<file path="src/rtl/addsub_share_ctrl_pkg.sv">
// Shared types for the add/sub sharing controller.
// FSM state encoding and datapath width.
package addsub_share_ctrl_pkg;

  localparam int DW = 32;

  typedef enum logic [1:0] {
    IDLE = 2'd0,
    EXEC = 2'd1,
    RESP = 2'd2
  } state_e;

endpackage

</file>
<file path="src/rtl/add_sub32.sv">
// ADD_SUB32: 32-bit add/subtract with signed overflow.
// A,B,SUB in; ANS (modular result), CY_BR_OUT (signed ovf) out.
module ADD_SUB32
  import addsub_share_ctrl_pkg::*;
(
  input  logic [DW-1:0] A,
  input  logic [DW-1:0] B,
  input  logic          SUB,
  output logic [DW-1:0] ANS,
  output logic          CY_BR_OUT
);

  logic [DW-1:0] b_eff;

  // Subtract as A + ~B + 1.
  assign b_eff = SUB ? ~B : B;
  assign ANS = A + b_eff + {{(DW-1){1'b0}}, SUB};

  // Same-sign operands giving a different-sign result.
  assign CY_BR_OUT = (A[DW-1] == b_eff[DW-1]) &&
                     (ANS[DW-1] != A[DW-1]);

endmodule

</file>
<file path="src/rtl/addsub_rr_pick.sv">
// Combinational round-robin picker: first set req bit from
// rr_ptr upward with wrap. Out: one-hot, index, any-valid.
module addsub_rr_pick #(
  parameter int NREQ = 4,
  parameter int IDW  = 2
) (
  input  logic [NREQ-1:0] req,
  input  logic [IDW-1:0]  rr_ptr,
  output logic [NREQ-1:0] gnt_oh,
  output logic [IDW-1:0]  gnt_idx,
  output logic            any_vld
);

  always_comb begin
    logic [IDW:0] k;
    gnt_oh  = '0;
    gnt_idx = '0;
    any_vld = 1'b0;
    k       = '0;
    for (int i = 0; i < NREQ; i++) begin
      k = {1'b0, rr_ptr} + (IDW+1)'(i);
      if (k >= (IDW+1)'(NREQ)) begin
        k = k - (IDW+1)'(NREQ);
      end
      if (!any_vld && req[k[IDW-1:0]]) begin
        any_vld            = 1'b1;
        gnt_idx            = k[IDW-1:0];
        gnt_oh[k[IDW-1:0]] = 1'b1;
      end
    end
  end

endmodule

</file>
<file path="src/rtl/addsub_share_ctrl.sv">
// Shares one ADD_SUB32 among NREQ requesters (RR arbitration).
// Ports: per-requester REQ/RSP valid-ready, packed A/B, SUB;
// RSP_ANS/OVF/ID result; OVF_CLR/OVF_STICKY sticky overflow,
// active only with ADDSUB_SHARE_OVF_STICKY_EN defined.
module addsub_share_ctrl
  import addsub_share_ctrl_pkg::*;
#(
  parameter int NREQ = 4,
  parameter int IDW  = 2
) (
  input  logic              CLK,
  input  logic              RST_N,
  input  logic [NREQ-1:0]   REQ_VALID,
  output logic [NREQ-1:0]   REQ_READY,
  input  logic [NREQ*DW-1:0] REQ_A,
  input  logic [NREQ*DW-1:0] REQ_B,
  input  logic [NREQ-1:0]   REQ_SUB,
  output logic [NREQ-1:0]   RSP_VALID,
  input  logic [NREQ-1:0]   RSP_READY,
  output logic [DW-1:0]     RSP_ANS,
  output logic              RSP_OVF,
  output logic [IDW-1:0]    RSP_ID,
  input  logic [NREQ-1:0]   OVF_CLR,
  output logic [NREQ-1:0]   OVF_STICKY
);

  state_e          state_q, state_d;
  logic [IDW-1:0]  rr_ptr_q, rr_ptr_d;
  logic [DW-1:0]   op_a_q, op_a_d;
  logic [DW-1:0]   op_b_q, op_b_d;
  logic            op_sub_q, op_sub_d;
  logic [IDW-1:0]  op_id_q, op_id_d;
  logic [NREQ-1:0] rsp_valid_q, rsp_valid_d;
  logic [DW-1:0]   rsp_ans_q, rsp_ans_d;
  logic            rsp_ovf_q, rsp_ovf_d;
  logic [IDW-1:0]  rsp_id_q, rsp_id_d;

  logic [NREQ-1:0] gnt_oh;
  logic [IDW-1:0]  gnt_idx;
  logic            any_vld;
  logic [DW-1:0]   alu_ans;
  logic            alu_ovf;
  logic [NREQ-1:0] id_oh;
  logic            rsp_hs;

  addsub_rr_pick #(
    .NREQ (NREQ),
    .IDW  (IDW)
  ) u_pick (
    .req     (REQ_VALID),
    .rr_ptr  (rr_ptr_q),
    .gnt_oh  (gnt_oh),
    .gnt_idx (gnt_idx),
    .any_vld (any_vld)
  );

  ADD_SUB32 u_alu (
    .A         (op_a_q),
    .B         (op_b_q),
    .SUB       (op_sub_q),
    .ANS       (alu_ans),
    .CY_BR_OUT (alu_ovf)
  );

  assign REQ_READY = (state_q == IDLE) ? gnt_oh : '0;
  assign rsp_hs    = (state_q == RESP) && RSP_READY[rsp_id_q];

  always_comb begin
    id_oh          = '0;
    id_oh[op_id_q] = 1'b1;
  end

  always_comb begin
    state_d     = state_q;
    rr_ptr_d    = rr_ptr_q;
    op_a_d      = op_a_q;
    op_b_d      = op_b_q;
    op_sub_d    = op_sub_q;
    op_id_d     = op_id_q;
    rsp_valid_d = rsp_valid_q;
    rsp_ans_d   = rsp_ans_q;
    rsp_ovf_d   = rsp_ovf_q;
    rsp_id_d    = rsp_id_q;
    unique case (state_q)
      IDLE: begin
        if (any_vld) begin
          op_a_d   = REQ_A[gnt_idx*DW +: DW];
          op_b_d   = REQ_B[gnt_idx*DW +: DW];
          op_sub_d = REQ_SUB[gnt_idx];
          op_id_d  = gnt_idx;
          rr_ptr_d = (gnt_idx == IDW'(NREQ-1)) ?
                     '0 : gnt_idx + 1'b1;
          state_d  = EXEC;
        end
      end
      EXEC: begin
        rsp_ans_d   = alu_ans;
        rsp_ovf_d   = alu_ovf;
        rsp_id_d    = op_id_q;
        rsp_valid_d = id_oh;
        state_d     = RESP;
      end
      RESP: begin
        if (rsp_hs) begin
          rsp_valid_d = '0;
          state_d     = IDLE;
        end
      end
      default: begin
        rsp_valid_d = '0;
        state_d     = IDLE;
      end
    endcase
  end

  always_ff @(posedge CLK) begin
    if (!RST_N) begin
      state_q     <= IDLE;
      rr_ptr_q    <= '0;
      op_a_q      <= '0;
      op_b_q      <= '0;
      op_sub_q    <= 1'b0;
      op_id_q     <= '0;
      rsp_valid_q <= '0;
      rsp_ans_q   <= '0;
      rsp_ovf_q   <= 1'b0;
      rsp_id_q    <= '0;
    end else begin
      state_q     <= state_d;
      rr_ptr_q    <= rr_ptr_d;
      op_a_q      <= op_a_d;
      op_b_q      <= op_b_d;
      op_sub_q    <= op_sub_d;
      op_id_q     <= op_id_d;
      rsp_valid_q <= rsp_valid_d;
      rsp_ans_q   <= rsp_ans_d;
      rsp_ovf_q   <= rsp_ovf_d;
      rsp_id_q    <= rsp_id_d;
    end
  end

  assign RSP_VALID = rsp_valid_q;
  assign RSP_ANS   = rsp_ans_q;
  assign RSP_OVF   = rsp_ovf_q;
  assign RSP_ID    = rsp_id_q;

`ifdef ADDSUB_SHARE_OVF_STICKY_EN
  logic [NREQ-1:0] sticky_q, sticky_d;
  logic [NREQ-1:0] sticky_set;

  // Set wins over a same-cycle clear.
  always_comb begin
    sticky_set = '0;
    if (rsp_hs && rsp_ovf_q) begin
      sticky_set = rsp_valid_q;
    end
    sticky_d = (sticky_q & ~OVF_CLR) | sticky_set;
  end

  always_ff @(posedge CLK) begin
    if (!RST_N) begin
      sticky_q <= '0;
    end else begin
      sticky_q <= sticky_d;
    end
  end

  assign OVF_STICKY = sticky_q;
`else
  logic unused_ok;
  assign unused_ok  = ^{OVF_CLR, rsp_hs};
  assign OVF_STICKY = '0;
`endif

endmodule

</file>
<file path="config.mk">
export PLATFORM = sky130hd
export DESIGN_NAME = addsub_share_ctrl
export DESIGN_NICKNAME = d
export VERILOG_FILES = /design/src/rtl/addsub_share_ctrl_pkg.sv /design/src/rtl/add_sub32.sv /design/src/rtl/addsub_rr_pick.sv /design/src/rtl/addsub_share_ctrl.sv
export SDC_FILE = /design/constraint.sdc
export NUM_CORES = 1
export LEC_CHECK = 0
export CAP_MARGIN = 0
export CORE_ASPECT_RATIO = 0.75
export CORE_MARGIN = 5
export CORE_UTILIZATION = 35
export CTS_CLUSTER_DIAMETER = 200
export CTS_CLUSTER_SIZE = 28
export DETAILED_ROUTE_END_ITERATION = 7
export HOLD_SLACK_MARGIN = 0.05
export PLACE_DENSITY = 0.7
export SLEW_MARGIN = 0
export SYNTH_ARGS = -nofsm -noshare
export SYNTH_HDL_FRONTEND = slang
export SYNTH_SLANG_ARGS = --single-unit
</file>
<file path="constraint.sdc">
create_clock -name CLK -period 3.35 [get_ports CLK]
set_input_delay 0.67 -clock CLK [delete_from_list [all_inputs] [get_ports CLK]]
set_output_delay 0.67 -clock CLK [all_outputs]
set_load 0.03 [all_outputs]
</file>
==> impl_metrics.yaml <==
global_route:
  grt_pass1_wl_um: 45200
  grt_max_degree: 68
  grt-ovfl-total: 0
  grt_use_total_pct: 21.9
  grt_pass1_vias: 8017
  grt_antenna_before_repair: 4
clock_tree:
  htreeDepth: 3
  max-clock-path-buffers: 2
  clock-sinks: 110
  cts_root_buf: "clkbuf_16"
  cts_tree: "done"
  clk_pin_slew_ns: 0.07
  cts_buffers: 9
  clk_latency_ns: 0.36
logic_synthesis:
  synth.largest_area_cell: "dfxtp_1"
  synth_area_leaders: "dfxtp_1 (28%), mux2i_1 (9.8%), a21oi_1 (8.1%), o22ai_2 (7.8%), a22o_1 (7.1%)"
  yosys_most_used_dff: "dfxtp_1"
  syn_area_per_cell_um2: 8.63
  seq_area_frac_synth_pct: 27.5
  synth_edf_count: 0
  async_flop_share_pct: 0
  postSynthCellCount: 927
  yosys_warnings: 0
  synth_top_area_share_pct: 27.5
  yosysUniqueCellTypes: 62
  netlist_area_um2: 8000
  ys_seq_elements: 110
critical_path:
  slowest_delay_ns: 0.52
  path_class: "in2out"
  worstPathMaxFanout: 5
  cp.buffers_inverters: 4
  startpoint: "REQ_VALID[0]"
  cp_slowest_cell: "clkdlybuf4s50_1"
  cp-end-kind: "output port"
  cp.arrival_ns: 2.59
  worstSetupStartpointType: "input port"
  cp.depth: 11
  crit_top_cell: "buf_4"
  cp_top_family: "buffers and inverters"
  cp_data_required_time_ns: 2.68
  reg2reg_depth: 11
  crit_chain: "clkdlybuf4s50_1 > buf_4 > nor3b_1 > a21oi_1 > nor3_1 > a41oi_1 > o22ai_2 > buf_4 > a221oi_2 > nor2_1 > buf_4"
  crit_end: "REQ_READY[3]"
  r2r_end: "RSP_ANS[31]$_SDFFE_PN0P_"
  r2r_slack_ns: 0.27
  rr_startpoint: "op_sub_q$_SDFFE_PN0P_"
flow_run:
  maxCapViolCount: 0
min_path:
  worstHoldPathType: "reg2reg"
  worstHoldPathCells: 2
sta:
  skew_ns: 0.00916
  fmax_ghz: 0.307
  fin_crit_sh_pct: 97.2
  layout_min_cycle_time_ns: 3.26
  hold_violations: 0
  drv_slew: 0
  worst_slew_pin_slew_ns: 0.753
  setup_viol: 0
  slew_headroom_pct: 49.8
power:
  peakVddDrop_v: 0.000558
  leakagePower_nw: 4.89
  powerDensity_nw_per_um2: 908
floorplan:
  die-height_um: 141
  core_area_um2: 22300
  row_count: 47
  die_area_um2: 26000
  io_pins: 321
  start_util_pct: 35.9
  die_w_um: 185
status:
  status: "finished, final reports clean"
drt:
  drc: 0
  drtPass1Iterations: 5
  wl_um: 29800
  drtAntennaViolNets: 0
  viasPerCell: 5.35
  vias: 8133
  first_iter_violations: 482
  wl_per_cell_um: 19.6
cells_and_area:
  layout_commonest_cell: "clkdlybuf4s50_1"
  stdcell_count: 1521
  synthToLayoutAreaGrowth_pct: 49.1
  final_util_pct: 53.5
  layout_common_cells: "clkdlybuf4s50_1 (307), a21oi_1 (129), dfxtp_1 (108)"
  fillers: 2072
  drive_gt1_share_pct: 11.6
  nets: 1530
place:
  place_hpwl_um: 23800
  dp.cells: 1499
  gp_congestion: 0.892
  portBuffers: 312
## through the flow
step | setup TNS, ns | setup slack, ns | instance area (µm²) | hold slack (ns) | power [W]
2_1_floorplan | 0 | 0.194 | 8010 | 0.449 | 0.00723
3_3_place_gp | -0.0174 | -0.0155 | 11500 | 0.441 | 0.00953
3_5_place_dp | -0.335 | -0.0660 | 11500 | 0.443 | 0.00959
4_1_cts | 0 | 0.0182 | 11800 | 0.454 | 0.0107
5_1_grt | -0.00364 | -0.00364 | 11900 | 0.472 | 0.0116
6_report | 0 | 0.0923 | 11900 | 0.451 | 0.0108
## worst min-delay path, delay by kind of cell, from the launching register on
kind | cells | cell delay [ns]
compound gates | 1 | 0.05
flops | 1 | 0.31
simple gates | 1 | 0.05
## how the worst min path moves through the flow
stage | endpoint | from | slack, ns
final | RSP_ANS[11]$_SDFFE_PN0P_ | RSP_ANS[11]$_SDFFE_PN0P_ | 0.45
after global routing | RSP_ANS[3]$_SDFFE_PN0P_ | RSP_ANS[3]$_SDFFE_PN0P_ | 0.47
after CTS | RSP_ANS[11]$_SDFFE_PN0P_ | RSP_ANS[11]$_SDFFE_PN0P_ | 0.45
after detailed placement | RSP_ANS[11]$_SDFFE_PN0P_ | RSP_ANS[11]$_SDFFE_PN0P_ | 0.44
after global placement | RSP_ANS[7]$_SDFFE_PN0P_ | RSP_ANS[7]$_SDFFE_PN0P_ | 0.44
after floorplan | op_a_q[30]$_SDFFE_PN0P_ | op_a_q[30]$_SDFFE_PN0P_ | 0.45
## power by group
part	switching (W)	internal, W
clock network	0.000515	0.000590
registers	0.000327	0.00174
logic	0.00429	0.00336
total	0.00513	0.00569
## synth_stat cells, drive strengths merged (10+ instances only)
cell type  number
a21o           11
a21oi         130
a22o           65
a31oi          10
buf            38
clkbuf         42
dfxtp         110
ha             38
inv            12
mux2i          80
nand2          68
nand3          16
nand4          12
nor2           54
o21ai          25
o22ai          68
xnor2          17
xor2           38
## timing repair
action                                  in CTS  in global routing
hold buffers                                 0                  0
endpoints found under the setup margin       4                  7
setup buffers                                0                  1
resized for setup                            1                 14
pin swaps                                    0                  1
## final cells by class
type | count | area [µm²] | area share, %
well taps | 294 | 368 | 3.08
multi-input cells | 728 | 5430 | 45.5
inverters | 12 | 47.5 | 0.399
clock inverters | 7 | 78.8 | 0.661
clock buffers | 9 | 225 | 1.89
repair buffers | 356 | 3560 | 29.8
diodes | 5 | 12.5 | 0.105
flip-flops and latches | 110 | 2210 | 18.5
## state kept, by name (all words and copies together), names as in the netlist, named ones only
name / count
RSP_ANS: 32
RSP_ID: 2
RSP_OVF: 1
RSP_VALID: 4
op_a_q: 32
op_b_q: 32
op_id_q: 2
op_sub_q: 1
rr_ptr_q: 1
state_q: 2
## cells by family after synthesis
family | Yosys count | synth area share (%)
DFF | 110 | 27.5
AOI/OAI and AO/OA | 357 | 32.8
xor gates and xnor gates | 55 | 6.02
adders and majority gates | 39 | 6.19
muxes | 82 | 10.5
and+or+nand+nor | 191 | 10.9
buffers and inverters | 92 | 5.98
other | 1 | 0.0469
## layer usage
metal | track usage, % | vias up | share of wire (%) | routed length (µm)
met3 | 5.56 | 27 | 7.2 | 2160
met2 | 32.3 | 273 | 44 | 13000
li1 | - | 4055 | - | -
met5 | 0 | - | 0 | 0
met4 | 5.10 | 0 | 1.3 | 393
met1 | 31.9 | 3778 | 48 | 14300
(Power assumes the default switching activity.)
